<file path="src/rtl/decode_hazard_unit_if.sv">
// Decode-stage hazard interface: decode instruction fields and pipeline control in,
// pipeline enables, bubble select and scoreboard status out.
interface decode_hazard_unit_if #(
    parameter int REG_W  = 3,
    parameter int STAT_W = 16
);
    logic              id_valid;
    logic [REG_W-1:0]  id_rs;
    logic              id_rs_used;
    logic [REG_W-1:0]  id_rt;
    logic              id_rt_used;
    logic              id_wr_en;
    logic [REG_W-1:0]  id_wr_reg;
    logic              id_is_load;
    logic              ex_br_taken;
    logic              mem_stall;
    logic              fd_en;
    logic              dex_en;
    logic              dex_bubble;
    logic              issue;
    logic              sb_busy;
    logic [STAT_W-1:0] stall_cycles;

    modport master (
        output id_valid, id_rs, id_rs_used, id_rt, id_rt_used,
               id_wr_en, id_wr_reg, id_is_load, ex_br_taken, mem_stall,
        input  fd_en, dex_en, dex_bubble, issue, sb_busy, stall_cycles
    );

    modport slave (
        input  id_valid, id_rs, id_rs_used, id_rt, id_rt_used,
               id_wr_en, id_wr_reg, id_is_load, ex_br_taken, mem_stall,
        output fd_en, dex_en, dex_bubble, issue, sb_busy, stall_cycles
    );
endinterface

</file>
<file path="src/rtl/decode_hazard_unit.sv">
// Decode-stage RAW hazard detection with a per-register countdown scoreboard,
// branch flush / memory stall priority and a saturating stall-cycle counter.
module decode_hazard_unit #(
    parameter int NREG     = 8,
    parameter int CNT_W    = 2,
    parameter int ALU_LAT  = 0,
    parameter int LOAD_LAT = 1,
    parameter int STAT_W   = 16
) (
    input  logic                clk,
    input  logic                rst,
    decode_hazard_unit_if.slave hz
);
    localparam logic [CNT_W-1:0] ALU_CNT  = CNT_W'(ALU_LAT);
    localparam logic [CNT_W-1:0] LOAD_CNT = CNT_W'(LOAD_LAT);

    logic [CNT_W-1:0]  cnt_q [NREG];
    logic [CNT_W-1:0]  cnt_d [NREG];
    logic [STAT_W-1:0] stall_cycles_q;
    logic [STAT_W-1:0] stall_cycles_d;
    logic              raw;
    logic              busy;
    logic              fd_en;
    logic              dex_en;
    logic              dex_bubble;
    logic              issue;

    // Hazard looks only at registered counts, so a producer reading its own
    // destination sees the pre-update value and never stalls on itself.
    always_comb begin
        raw = hz.id_valid &
              ((hz.id_rs_used & (cnt_q[hz.id_rs] != '0)) |
               (hz.id_rt_used & (cnt_q[hz.id_rt] != '0)));
        busy = 1'b0;
        for (int i = 0; i < NREG; i++) begin
            busy = busy | (cnt_q[i] != '0);
        end
    end

    always_comb begin
        fd_en      = 1'b1;
        dex_en     = 1'b1;
        dex_bubble = ~hz.id_valid;
        issue      = hz.id_valid;
        if (hz.mem_stall) begin
            fd_en      = 1'b0;
            dex_en     = 1'b0;
            dex_bubble = 1'b0;
            issue      = 1'b0;
        end else if (hz.ex_br_taken) begin
            dex_bubble = 1'b1;
            issue      = 1'b0;
        end else if (raw) begin
            fd_en      = 1'b0;
            dex_bubble = 1'b1;
            issue      = 1'b0;
        end
    end

    // Age every pending producer, then let the issuing writer overwrite its
    // destination so the youngest writer's latency wins.
    always_comb begin
        for (int i = 0; i < NREG; i++) begin
            cnt_d[i] = cnt_q[i];
        end
        stall_cycles_d = stall_cycles_q;
        if (!hz.mem_stall) begin
            for (int i = 0; i < NREG; i++) begin
                if (cnt_q[i] != '0) begin
                    cnt_d[i] = cnt_q[i] - CNT_W'(1);
                end
            end
            if (issue && hz.id_wr_en) begin
                cnt_d[hz.id_wr_reg] = hz.id_is_load ? LOAD_CNT : ALU_CNT;
            end
            if (raw && !hz.ex_br_taken && (stall_cycles_q != '1)) begin
                stall_cycles_d = stall_cycles_q + STAT_W'(1);
            end
        end
    end

    always_ff @(posedge clk or negedge rst) begin
        if (!rst) begin
            for (int i = 0; i < NREG; i++) begin
                cnt_q[i] <= '0;
            end
            stall_cycles_q <= '0;
        end else begin
            for (int i = 0; i < NREG; i++) begin
                cnt_q[i] <= cnt_d[i];
            end
            stall_cycles_q <= stall_cycles_d;
        end
    end

    assign hz.fd_en        = fd_en;
    assign hz.dex_en       = dex_en;
    assign hz.dex_bubble   = dex_bubble;
    assign hz.issue        = issue;
    assign hz.sb_busy      = busy;
    assign hz.stall_cycles = stall_cycles_q;
endmodule

</file>
<file path="src/flat_wrapper.sv">
// flat-port wrapper written by rule: the top's interface ports become plain ports
module decode_hazard_unit_flat 
#(
    parameter int NREG     = 8,
    parameter int CNT_W    = 2,
    parameter int ALU_LAT  = 0,
    parameter int LOAD_LAT = 1,
    parameter int STAT_W   = 16
)
  (clk, rst, hz_id_valid, hz_id_rs, hz_id_rs_used, hz_id_rt, hz_id_rt_used, hz_id_wr_en, hz_id_wr_reg, hz_id_is_load, hz_ex_br_taken, hz_mem_stall, hz_fd_en, hz_dex_en, hz_dex_bubble, hz_issue, hz_sb_busy, hz_stall_cycles);
  decode_hazard_unit_if #(.REG_W(3), .STAT_W(STAT_W)) hz_i ();
  input  logic clk;
  input  logic rst;
  input wire logic [$bits(hz_i.id_valid)-1:0] hz_id_valid;
  input wire logic [$bits(hz_i.id_rs)-1:0] hz_id_rs;
  input wire logic [$bits(hz_i.id_rs_used)-1:0] hz_id_rs_used;
  input wire logic [$bits(hz_i.id_rt)-1:0] hz_id_rt;
  input wire logic [$bits(hz_i.id_rt_used)-1:0] hz_id_rt_used;
  input wire logic [$bits(hz_i.id_wr_en)-1:0] hz_id_wr_en;
  input wire logic [$bits(hz_i.id_wr_reg)-1:0] hz_id_wr_reg;
  input wire logic [$bits(hz_i.id_is_load)-1:0] hz_id_is_load;
  input wire logic [$bits(hz_i.ex_br_taken)-1:0] hz_ex_br_taken;
  input wire logic [$bits(hz_i.mem_stall)-1:0] hz_mem_stall;
  output wire logic [$bits(hz_i.fd_en)-1:0] hz_fd_en;
  output wire logic [$bits(hz_i.dex_en)-1:0] hz_dex_en;
  output wire logic [$bits(hz_i.dex_bubble)-1:0] hz_dex_bubble;
  output wire logic [$bits(hz_i.issue)-1:0] hz_issue;
  output wire logic [$bits(hz_i.sb_busy)-1:0] hz_sb_busy;
  output wire logic [$bits(hz_i.stall_cycles)-1:0] hz_stall_cycles;
  assign hz_i.id_valid = hz_id_valid;
  assign hz_i.id_rs = hz_id_rs;
  assign hz_i.id_rs_used = hz_id_rs_used;
  assign hz_i.id_rt = hz_id_rt;
  assign hz_i.id_rt_used = hz_id_rt_used;
  assign hz_i.id_wr_en = hz_id_wr_en;
  assign hz_i.id_wr_reg = hz_id_wr_reg;
  assign hz_i.id_is_load = hz_id_is_load;
  assign hz_i.ex_br_taken = hz_ex_br_taken;
  assign hz_i.mem_stall = hz_mem_stall;
  assign hz_fd_en = hz_i.fd_en;
  assign hz_dex_en = hz_i.dex_en;
  assign hz_dex_bubble = hz_i.dex_bubble;
  assign hz_issue = hz_i.issue;
  assign hz_sb_busy = hz_i.sb_busy;
  assign hz_stall_cycles = hz_i.stall_cycles;
  decode_hazard_unit #(.NREG(NREG), .CNT_W(CNT_W), .ALU_LAT(ALU_LAT), .LOAD_LAT(LOAD_LAT), .STAT_W(STAT_W)) u_core (.clk(clk), .rst(rst), .hz(hz_i));
endmodule
</file>
<file path="config.mk">
export PLATFORM = sky130hd
export DESIGN_NAME = decode_hazard_unit_flat
export DESIGN_NICKNAME = d
export VERILOG_FILES = /design/src/rtl/decode_hazard_unit_if.sv /design/src/rtl/decode_hazard_unit.sv /design/src/flat_wrapper.sv
export SDC_FILE = /design/constraint.sdc
export NUM_CORES = 1
export LEC_CHECK = 0
export ABC_AREA = 1
export BUFFER_PORTS_ARGS = -buffer_cell sky130_fd_sc_hd__buf_4
export CORE_UTILIZATION = 61
export CTS_CLUSTER_SIZE = 30
export DETAILED_ROUTE_END_ITERATION = 7
export PLACE_DENSITY = 0.93
export SKIP_CTS_REPAIR_TIMING = 1
export SYNTH_ARGS = -nofsm -noshare
export SYNTH_HDL_FRONTEND = slang
export SYNTH_SLANG_ARGS = --single-unit
</file>
<file path="constraint.sdc">
create_clock -name clk -period 3.1 [get_ports clk]
set_clock_uncertainty 0.1 [all_clocks]
set_input_delay 0.93 -clock clk [delete_from_list [all_inputs] [get_ports clk]]
set_output_delay 0.93 -clock clk [all_outputs]
set_load 0.01 [all_outputs]
</file>
# Yosys cells after proc, flatten, opt, wreduce, memory -nomap -nowiden

Cells that the tools add are included.

Register bits after elaboration: 32
Input port bits: 18
Output and inout port bits: 21
ROM bits: 0
Bits in latches: 0
RAM bits: 0
Memories kept: 0

Muxes and demuxes: 37
Eq/ne operators: 1
Add/subtract/negate cells: 9
Bitwise operators: 16
Reduce and logical (&&, ||, !) cells: 16
Div/mod/pow operators: 0
Order comparisons: 4
Shifts and indexed selects: 0
$mul: 0

Operator list:

| cell                                                | number |
|---|---|
| two-way mux 2 bit                                   | 21 |
| nonzero test 2 bit                                  | 10 |
| adder 16 x 1 -> 16 bit (second input constant)      | 1 |
| bitwise mux 16 bit                                  | 1 |
| two-way mux 16 bit                                  | 1 |
| != test 16 bit (second input constant)              | 1 |
| subtractor 2 x 1 -> 2 bit (second input constant)   | 8 |
| binary-select mux 2 bit (select 3 bit)              | 2 |
| >= comparator 4 bit (second input constant)         | 3 |
| NOT 3 -> 4 bit                                      | 3 |
| two-way mux 1 bit                                   | 11 |
| OR 1 bit                                            | 8 |
| demux 2 bit (select 3 bit)                          | 1 |
| logical AND 1 bit                                   | 4 |
| < comparator 4 x 1 -> 1 bit (second input constant) | 1 |
| AND 1 bit                                           | 3 |
| NOT 1 bit                                           | 2 |
| AND reduction 2 bit                                 | 1 |
| zero test 1 bit                                     | 1 |

# Depth between registers and ports, before layout

Gate-level depths: netlist of the first run.

Depth after elaboration: 13
Depth in mapped cells: 13
Gate-level depth less buffers: 12

# Least setup slack after synthesis of the first run

No wires, ideal clock.

Path type: in2out
From: input port hz_id_rs[0]
To: output port hz_fd_en
Data required time: 2.070 ns
Slack: 0.370 ns
Path buffers: 1
Arrival time: 1.700 ns
Stages on the path: 8
Cell sequence: inv_2 nand2_1 nand3_1 nand3_1 nand3_2 a21oi_2 buf_4 nor2_1

Cells in the longest elaborated chain, start to end: 11

RTL lines:

| what                                                 | RTL line                 | source |
|---|---|---|
| start, declared                                      | flat_wrapper.sv:15       | `input wire logic [$bits(hz_i.id_rs)-1:0] hz_id_rs;` |
| NOT 3 -> 4 bit (not written as such)                 | decode_hazard_unit.sv:32 | `((hz.id_rs_used & (cnt_q[hz.id_rs] != '0)) \|` |
| binary-select mux 2 bit (select 3 bit)               | decode_hazard_unit.sv:32 |  |
| two-way mux 2 bit (not written as such) (2 in a row) | decode_hazard_unit.sv:32 |  |
| nonzero test 2 bit                                   | decode_hazard_unit.sv:32 |  |
| AND 1 bit                                            | decode_hazard_unit.sv:32 |  |
| OR 1 bit                                             | decode_hazard_unit.sv:32 |  |
| AND 1 bit                                            | decode_hazard_unit.sv:31 | `raw = hz.id_valid &` |
| two-way mux 1 bit                                    | decode_hazard_unit.sv:53 | `end else if (raw) begin` |
| two-way mux 1 bit                                    | decode_hazard_unit.sv:50 | `end else if (hz.ex_br_taken) begin` |
| two-way mux 1 bit                                    | decode_hazard_unit.sv:45 | `if (hz.mem_stall) begin` |
| end, declared                                        | flat_wrapper.sv:24       | `output wire logic [$bits(hz_i.fd_en)-1:0] hz_fd_en;` |

No other way between the ends. The select of a mux whose other input is x is not followed.

# Worst setup path after layout of the first run

From: input port hz_id_rt[0]
To: output port hz_issue

Cells in the longest elaborated chain, start to end: 11

RTL lines:

| what                                                 | RTL line                 | source |
|---|---|---|
| start, declared                                      | flat_wrapper.sv:17       | `input wire logic [$bits(hz_i.id_rt)-1:0] hz_id_rt;` |
| NOT 3 -> 4 bit (not written as such)                 | decode_hazard_unit.sv:33 | `(hz.id_rt_used & (cnt_q[hz.id_rt] != '0)));` |
| binary-select mux 2 bit (select 3 bit)               | decode_hazard_unit.sv:33 |  |
| two-way mux 2 bit (not written as such) (2 in a row) | decode_hazard_unit.sv:33 |  |
| nonzero test 2 bit                                   | decode_hazard_unit.sv:33 |  |
| AND 1 bit                                            | decode_hazard_unit.sv:33 |  |
| OR 1 bit                                             | decode_hazard_unit.sv:32 |  |
| AND 1 bit                                            | decode_hazard_unit.sv:31 |  |
| two-way mux 1 bit                                    | decode_hazard_unit.sv:53 |  |
| two-way mux 1 bit                                    | decode_hazard_unit.sv:50 |  |
| two-way mux 1 bit                                    | decode_hazard_unit.sv:45 |  |
| end, declared                                        | flat_wrapper.sv:27       | `output wire logic [$bits(hz_i.issue)-1:0] hz_issue;` |

No other way between the ends. The select of a mux whose other input is x is not followed.

==> impl_metrics.toml, run 1 <==
[sta]
hold_violations = 0
setup_viol = 0
rsz0062_at_grt = "false"
tns_ps = 0
fin_crit_ps = 3010
fin_crit_sh = 0.971
max-slew-margin-rel = 0.723
drv_slew = 0
fmax_mhz = 332
tightest_slew_ps = 415

[critical_path]
crit_fanout = 5
required_ps = 2070
path_class = "input pin to output port"
crit_path_start_kind = "input pin"
cp.arrival_ps = 1980
worstSetupEndpointType = "output port"

[pwr]
power.leakage_nw = 1.50
p_per_area_mw_per_mm2 = 393
ir_drop_v = 0.000475

[route]
first_pass_iters = 5
drt_iter0_drc = 249
wire_per_inst_um = 13.8
drc = 0
route.antenna.remaining_nets = 0
dr_total_vias = 2367
vias_per_cell = 5.62
wl_mm = 5.81

[final_layout]
syn2layout_area_growth_pct = 18.8
final_common_cell = "nand2_1"
layout-drive-gt1-share = 0.203
stdcell_count = 421
antenna_cells = 0
final_nets = 393
mostFrequentLayoutCells = "103 x nand2_1, 55 x nand3_1, 43 x buf_4, 37 x inv_1, 32 x dfrtp_1"

[yosys]
synth_compound_area_frac = 0.0413
yosys-top-cells-area = "dfrtp_1 35%, nand2_1 17%, nand3_1 12%"
synth_nets = 353
synth_edf_count = 0
yosys.area_share.adder = 0.00543
yosys_warnings = 0
async_flop_share = 1.00
synthDistinctLibCells = 33
synthCells = 334
synth-seq-cells = 32
seq_area_frac_synth = 0.348
synth_top_family_by_area = "simple AND/OR/NAND/NOR gates"
synthesis.area_mm2 = 0.00230
muxShareOfSynthArea = 0
syn_area_per_cell_um2 = 6.89
yosysTopAreaCell = "dfrtp_1"
yosysTopAreaCellShare = 0.348
synth_xor_area_frac = 0.0533
ys.flop_type = "dfrtp_1"
yosys.area_share.simple = 0.461

[min_path]
min_path_type = "flop to flop"

[global_route]
antenna_found_initial = 0
grtUsageTotal = 0.314
grt_max_degree = 33
grt_overflow = 0
grt_pass1_wl_mm = 9.87
grt_pass1_vias = 2140

[placement]
place.gp.congestion = 0.856
port_buffers = 38
dp_hpwl_mm = 4.03
place_inst = 413

[floorplan]
rows = 21
fp.dieW_um = 63.4
ios = 39
die-area_mm2 = 0.00402
die_y_um = 63.4
initial_utilization = 0.664
coreArea_mm2 = 0.00347

[clock_network]
cts-root-buf = "clkbuf_8"
cts_buffers = 5
cts_buffer_depth = 2
cts_tree = "yes"
clock-sinks = 32
clk_latency_ps = 290
clk_pin_slew_ps = 60
cts_max_level = 2

[flow_run]
drv_cap = 0

[status]
status = "complete, no violations"
[cells in the mapped netlist (2+ instances only)]
cell,n
inv_1,37
nand3_2,4
nor2_2,8
xor2_1,7
a21oi_1,5
buf_6,2
xnor2_1,7
clkbuf_1,5
nand2_2,3
nor3_1,3
nor2_1,24
o21ai_1,2
nand3_1,55
nand2_1,103
dfrtp_1,32
nand4_1,12
o21ai_0,6
a21oi_2,2
inv_2,2
a31oi_1,2
[worst paths after layout]
kind	from	end	slack [ps]	cells after the start
setup / recovery	hz_id_rt[0]	hz_issue	90	9
hold / removal	u_core.hz.stall_cycles[12]	u_core.hz.stall_cycles[12]	440	1
setup reg to reg	u_core.hz.stall_cycles[0]	u_core.hz.stall_cycles[3]	920	8
hold reg to reg	u_core.hz.stall_cycles[12]	u_core.hz.stall_cycles[12]	440	1
max in group asynchronous	rst	u_core.hz.stall_cycles[12]	2130	1
min in group asynchronous	rst	u_core.cnt_q[7]	470	1
[power by group]
part | total, mW | leakage (nW) | internal [mW] | switching (mW)
clock network | 0.404 | 0.0541 | 0.238 | 0.166
logic | 0.198 | 1.01 | 0.0841 | 0.114
registers | 0.474 | 0.436 | 0.439 | 0.0354
[routing by layer]
layer  GRT usage  share of wire
met4      0.0966          0.011
met5           0              0
met1       0.414           0.41
met2       0.513           0.48
met3      0.0670          0.099
[cell type report]
class / count / area [µm²]
sequential: 32 / 801
clock buffer: 5 / 68.8
fill: 259 / 733
clock inverter: 3 / 42.5
multi-input combinational: 252 / 1290
inverter: 40 / 150
tap: 46 / 57.6
timing repair buffer: 43 / 323
[sequential cells by signal, indices dropped and copies added, names as in the netlist]
signal / flops
u_core.cnt_q: 16
u_core.hz.stall_cycles: 16
[worst max-delay path, stage by stage]
cell and delay [ps]:
buf_4 130, inv_2 70, nand2_1 60, nand3_1 100
nand3_1 100, nand3_2 130, nand2_4 90, nor3_4 200
buf_4 170
[cell families after synthesis]
kind of cell             Yosys count
AND/OR/NAND/NOR                  220
buffers and inverters             50
flip-flops                        32
AO/OA/AOI/OAI                     17
XOR/XNOR                          14
adder cells (fa/ha/maj)            1
[metrics by stage]
| stage | worst slack [ps] | util | cell area (µm²) | power, mW | hold slack (ps) |
|---|---|---|---|---|---|
| detailed placement | 112 | 0.756 | 2620 | 0.677 | 421 |
| global route | 10.9 | 0.789 | 2740 | 1.13 | 454 |
| CTS | 115 | 0.789 | 2740 | 1.08 | 435 |
| floorplan | 370 | - | 2300 | 0.577 | 412 |
| finish | 88.9 | 0.789 | 2740 | 1.08 | 435 |
| global placement | 193 | 0.756 | 2620 | 0.665 | 409 |
No activity file was read; power rests on OpenSTA's default activity.
==> inputs of run 2 (changes only) <==
--- a/config.mk
+++ b/config.mk
@@ -7,10 +7,11 @@
 export LEC_CHECK = 0
 export ABC_AREA = 1
 export BUFFER_PORTS_ARGS = -buffer_cell sky130_fd_sc_hd__buf_4
-export CORE_UTILIZATION = 61
+export CAP_MARGIN = 5
+export CORE_UTILIZATION = 56
 export CTS_CLUSTER_SIZE = 30
 export DETAILED_ROUTE_END_ITERATION = 7
-export PLACE_DENSITY = 0.93
+export PLACE_DENSITY = 0.87
 export SKIP_CTS_REPAIR_TIMING = 1
 export SYNTH_ARGS = -nofsm -noshare
 export SYNTH_HDL_FRONTEND = slang
==> constraint.sdc (replaced) <==
create_clock -name clk -period 3.3 [get_ports clk]
set_clock_uncertainty 0.1 [all_clocks]
set_input_delay 0.99 -clock clk [delete_from_list [all_inputs] [get_ports clk]]
set_output_delay 0.99 -clock clk [all_outputs]
set_load 0.01 [all_outputs]
==> impl_metrics.toml, run 2 (synthesis gave the netlist of run 1 again) <==
[critical_path]
cp-startpoint = "hz_id_rt[0]"
path_cells = "buf_4, inv_2, nand2_1, nand3_1, nand3_1, nand3_2, nand2_4, o21ai_0, inv_1, buf_4"
cp.buffers_inverters = 4
r2r_setup_slack_ps = 1210
path_class = "input pin to output port"
r2r-start = "u_core.hz.stall_cycles[1]"
crit_path_start_kind = "input pin"
r2r-end = "u_core.hz.stall_cycles[3]"
required_ps = 2210
r2r_cells = 8
cp.arrival_ps = 2060
crit_fanout = 5
worstSetupEndpointType = "output port"
crit_family = "simple AND/OR/NAND/NOR gates"
max_stage_delay_ps = 170
cp.depth = 10
critPathCapture = "hz_dex_bubble"
crit_path_top_delay_cell = "o21ai_0"

[pwr]
p_comb_frac = 0.193
p_int_mw = 0.657
p_per_area_mw_per_mm2 = 342
power_frac_seq = 0.477
power.leakage_nw = 1.50
switchingPower_mw = 0.275
power.share.clock = 0.329
ir_drop_v = 0.000387
swShare = 0.295

[sta]
setup_viol = 0
drv_slew = 0
fmax_mhz = 317
rsz0062_at_grt = "false"
tightest_slew_ps = 404
hold_violations = 0
fin_crit_ps = 3150
tns_ps = 0
fin_crit_sh = 0.954
max-slew-margin-rel = 0.731

[placement]
place.gp.congestion = 0.861
dp_hpwl_mm = 4.00
port_buffers = 38

[global_route]
grtUsageTotal = 0.268
grt_overflow = 0
grt_pass1_vias = 2049
antenna_found_initial = 0
grt_pass1_wl_mm = 8.99
grt_max_degree = 33

[route]
first_pass_iters = 5
dr_total_vias = 2328
wire_per_inst_um = 12.6
route.antenna.remaining_nets = 0
vias_per_cell = 5.49
drt_iter0_drc = 149
drc = 0
wl_mm = 5.34

[final_layout]
final_common_cell = "nand2_1"
final.fill_count = 310
mostFrequentLayoutCells = "103 x nand2_1, 55 x nand3_1, 44 x buf_4, 37 x inv_1, 32 x dfrtp_1"
syn2layout_area_growth_pct = 18.4
final_nets = 394
antenna_cells = 0
layout-drive-gt1-share = 0.205
fin_util = 0.718

[clock_network]
clk_pin_slew_ps = 60
cts-root-buf = "clkbuf_8"
cts_buffer_depth = 2
cts_tree = "yes"
clk_latency_ps = 280
clock-sinks = 32
cts_max_level = 2
cts_buffers = 5

[floorplan]
fp.dieW_um = 66.1
die-area_mm2 = 0.00437
coreArea_mm2 = 0.00380
rows = 22
die_y_um = 66.1
initial_utilization = 0.606
ios = 39

[status]
status = "complete, no violations"

[min_path]
min_path_type = "flop to flop"

[flow_run]
drv_cap = 0
run 2: cell count changes in the layout (fill, tap and decap cells not counted):
cell,change
clkbuf_8,+1
bufinv_16,-1
o21ai_0,+1
clkinvlp_4,-1
clkinv_2,+1
o21ai_1,-1
buf_4,+1
run 2: worst min-delay path by stage:
stage | start | endpoint | cells after the start
after floorplan | u_core.cnt_q[11] | u_core.cnt_q[11] | 2
after global placement | u_core.hz.stall_cycles[15] | u_core.hz.stall_cycles[15] | 2
after detailed placement | u_core.hz.stall_cycles[12] | u_core.hz.stall_cycles[12] | 1
after CTS | u_core.hz.stall_cycles[12] | u_core.hz.stall_cycles[12] | 1
after global routing | u_core.hz.stall_cycles[12] | u_core.hz.stall_cycles[12] | 1
final | u_core.hz.stall_cycles[12] | u_core.hz.stall_cycles[12] | 1
run 2: worst register-to-register path: stages, from the launching register on:
cell and delay, ps:
dfrtp_1 440, ha_1 220, nand3_2 140, nor4_4 350
a21oi_2 80, buf_4 190, nand2_2 230, nor2_1 90
xor2_1 140
run 2: area by class of cell:
cell class / instances / area, µm² / area share
Multi-Input combinational cell: 252 / 1290 / 0.474
Sequential cell: 32 / 801 / 0.294
Timing Repair Buffer: 44 / 330 / 0.121
Inverter: 40 / 150 / 0.0551
Clock buffer: 6 / 82.6 / 0.0303
Tap cell: 48 / 60.1 / 0.0220
Clock inverter: 2 / 10.0 / 0.00367
run 2: power groups by stage:
stage	sequential [mW]	combinational, mW	clock (mW)
finish	0.445	0.180	0.307
global route	0.447	0.199	0.327
CTS	0.443	0.181	0.311
detailed placement	0.451	0.180	0
global placement	0.449	0.176	0
floorplan	0.453	0.0888	0
run 2: through the flow:
| stage | instances | setup slack (ps) | cell area [µm²] | total power, mW | hold slack [ps] |
|---|---|---|---|---|---|
| finish | 424 | 150 | 2730 | 0.932 | 425 |
| detailed placement | 416 | 168 | 2630 | 0.631 | 410 |
| global placement | 416 | 262 | 2630 | 0.625 | 410 |
| global route | 424 | 110 | 2730 | 0.973 | 449 |
| floorplan | 334 | 450 | 2300 | 0.542 | 412 |
| CTS | 424 | 171 | 2730 | 0.936 | 424 |
run 2: per-layer routing:
| layer | track usage | up-vias | share of wire |
|---|---|---|---|
| met3 | 0.0431 | 6 | 0.054 |
| met1 | 0.376 | 1092 | 0.47 |
| met2 | 0.435 | 77 | 0.47 |
| met4 | 0.0559 | 0 | 0.0054 |
| met5 | 0 | - | 0 |
| li1 | - | 1153 | - |
==> inputs of run 3 (changes only) <==
--- a/config.mk
+++ b/config.mk
@@ -11,7 +11,7 @@
 export CORE_UTILIZATION = 56
 export CTS_CLUSTER_SIZE = 30
 export DETAILED_ROUTE_END_ITERATION = 7
-export PLACE_DENSITY = 0.87
+export PLACE_DENSITY = 0.8
 export SKIP_CTS_REPAIR_TIMING = 1
 export SYNTH_ARGS = -nofsm -noshare
 export SYNTH_HDL_FRONTEND = slang
==> impl_metrics.toml, run 3 (synthesis gave the netlist of run 1 again) <==
[status]
status = "complete, no violations"

[critical_path]
required_ps = 2210
crit_path_top_delay_cell = "nor3_4"
cp.arrival_ps = 2040
path_class = "input pin to output port"
crit_top_cell = "buf_4"
max_stage_delay_ps = 200
r2r_setup_slack_ps = 1200
crit_path_start_kind = "input pin"
worstSetupEndpointType = "output port"
path_cells = "buf_4, inv_2, nand2_1, nand3_1, nand3b_1, nand3_2, nand2_4, nor3_4, buf_4"
crit_fanout = 5

[sta]
hold_violations = 0
fin_crit_sh = 0.949
tightest_slew_ps = 433
setup_viol = 0
drv_slew = 0
fin_crit_ps = 3130
fmax_mhz = 319
worst_slack_ps = 168
max-slew-margin-rel = 0.711
tns_ps = 0
rsz0062_at_grt = "false"

[floorplan]
coreArea_mm2 = 0.00380
fp.dieW_um = 66.1
ios = 39
die_y_um = 66.1
initial_utilization = 0.606
die-area_mm2 = 0.00437
rows = 22

[clock_network]
cts_buffer_depth = 2
clock-sinks = 32
cts_tree = "yes"
clk_latency_ps = 290
cts_max_level = 2
cts_buffers = 5
clk_pin_slew_ps = 60
cts-root-buf = "clkbuf_8"

[placement]
port_buffers = 38
dp_hpwl_mm = 4.14
dpl_worst_slack_ps = 179
place.gp.congestion = 0.895

[route]
route.antenna.remaining_nets = 0
dr_total_vias = 2364
drc = 0
first_pass_iters = 6
wl_mm = 5.78
vias_per_cell = 5.58
wire_per_inst_um = 13.6
drt_iter0_drc = 198

[global_route]
grt_overflow = 0
grtUsageTotal = 0.292
grt_pass1_wl_mm = 9.61
grt_max_degree = 33
grt_pass1_vias = 2140
antenna_found_initial = 0

[final_layout]
final_common_cell = "nand2_1"
syn2layout_area_growth_pct = 19.1
antenna_cells = 0
layout-drive-gt1-share = 0.202
mostFrequentLayoutCells = "103 x nand2_1, 55 x nand3_1, 44 x buf_4, 37 x inv_1, 32 x dfrtp_1"
final_nets = 394

[pwr]
p_comb_frac = 0.182
power.leakage_nw = 1.51
ir_drop_v = 0.000326
power_frac_seq = 0.438
p_int_mw = 0.715
finalPower_mw = 1.01
switchingPower_mw = 0.293
power.share.clock = 0.380
swShare = 0.291
p_per_area_mw_per_mm2 = 368

[min_path]
min_path_type = "flop to flop"

[flow_run]
drv_cap = 0
[run 3: changes by cell type in the layout (fill, tap and decap cells not counted)]
cell       before  now
bufinv_16       0    1
clkbuf_1        0    1
clkbuf_8        6    5
clkinv_2        2    1
[run 3: cell type report]
class	count	area (µm²)
clock inverters	2	35.0
multi-input cells	252	1290
flip-flops and latches	32	801
fillers	333	1060
well taps	48	60.1
clock buffers	6	72.6
inverters	40	150
repair buffers	44	330
[run 3: power groups by stage]
stage / registers [mW] / clock network (mW) / logic, mW
after detailed placement: 0.450 / 0 / 0.183
final: 0.442 / 0.383 / 0.184
after global placement: 0.450 / 0 / 0.178
after CTS: 0.442 / 0.385 / 0.184
after global routing: 0.447 / 0.398 / 0.204
after floorplan: 0.453 / 0 / 0.0888
[run 3: path summary, 6_finish.rpt]
path / cells past startpoint / to / start
worst min-delay path: 2 / u_core.hz.stall_cycles[15] / u_core.hz.stall_cycles[15]
max in group asynchronous: 1 / u_core.cnt_q[9] / rst
min in group asynchronous: 1 / u_core.cnt_q[12] / rst
worst min register to register: 2 / u_core.hz.stall_cycles[15] / u_core.hz.stall_cycles[15]
worst max register to register: 8 / u_core.hz.stall_cycles[4] / u_core.hz.stall_cycles[0]
worst max-delay path: 9 / hz_issue / hz_id_rt[0]
[run 3: worst max-delay path, delay by kind of cell]
family | cells | cell delay [ps]
AND/OR/NAND/NOR | 6 | 690
buffers and inverters | 3 | 360
[run 3: through the flow]
| stage | hold WS [ps] | instances | instance area (µm²) | util |
|---|---|---|---|---|
| 5_1_grt | 451 | 424 | 2740 | 0.722 |
| 6_report | 425 | 424 | 2740 | 0.722 |
| 3_3_place_gp | 405 | 416 | 2630 | 0.693 |
| 3_5_place_dp | 407 | 416 | 2630 | 0.693 |
| 4_1_cts | 425 | 424 | 2740 | 0.722 |
| 2_1_floorplan | 412 | 334 | 2300 | - |
[run 3: per-layer routing]
| metal | share of wire | track usage | vias up |
|---|---|---|---|
| met5 | 0 | 0 | - |
| met4 | 0.022 | 0.138 | 0 |
| met3 | 0.080 | 0.0483 | 13 |
| met2 | 0.46 | 0.443 | 118 |
| met1 | 0.44 | 0.402 | 1078 |
| li1 | - | - | 1155 |
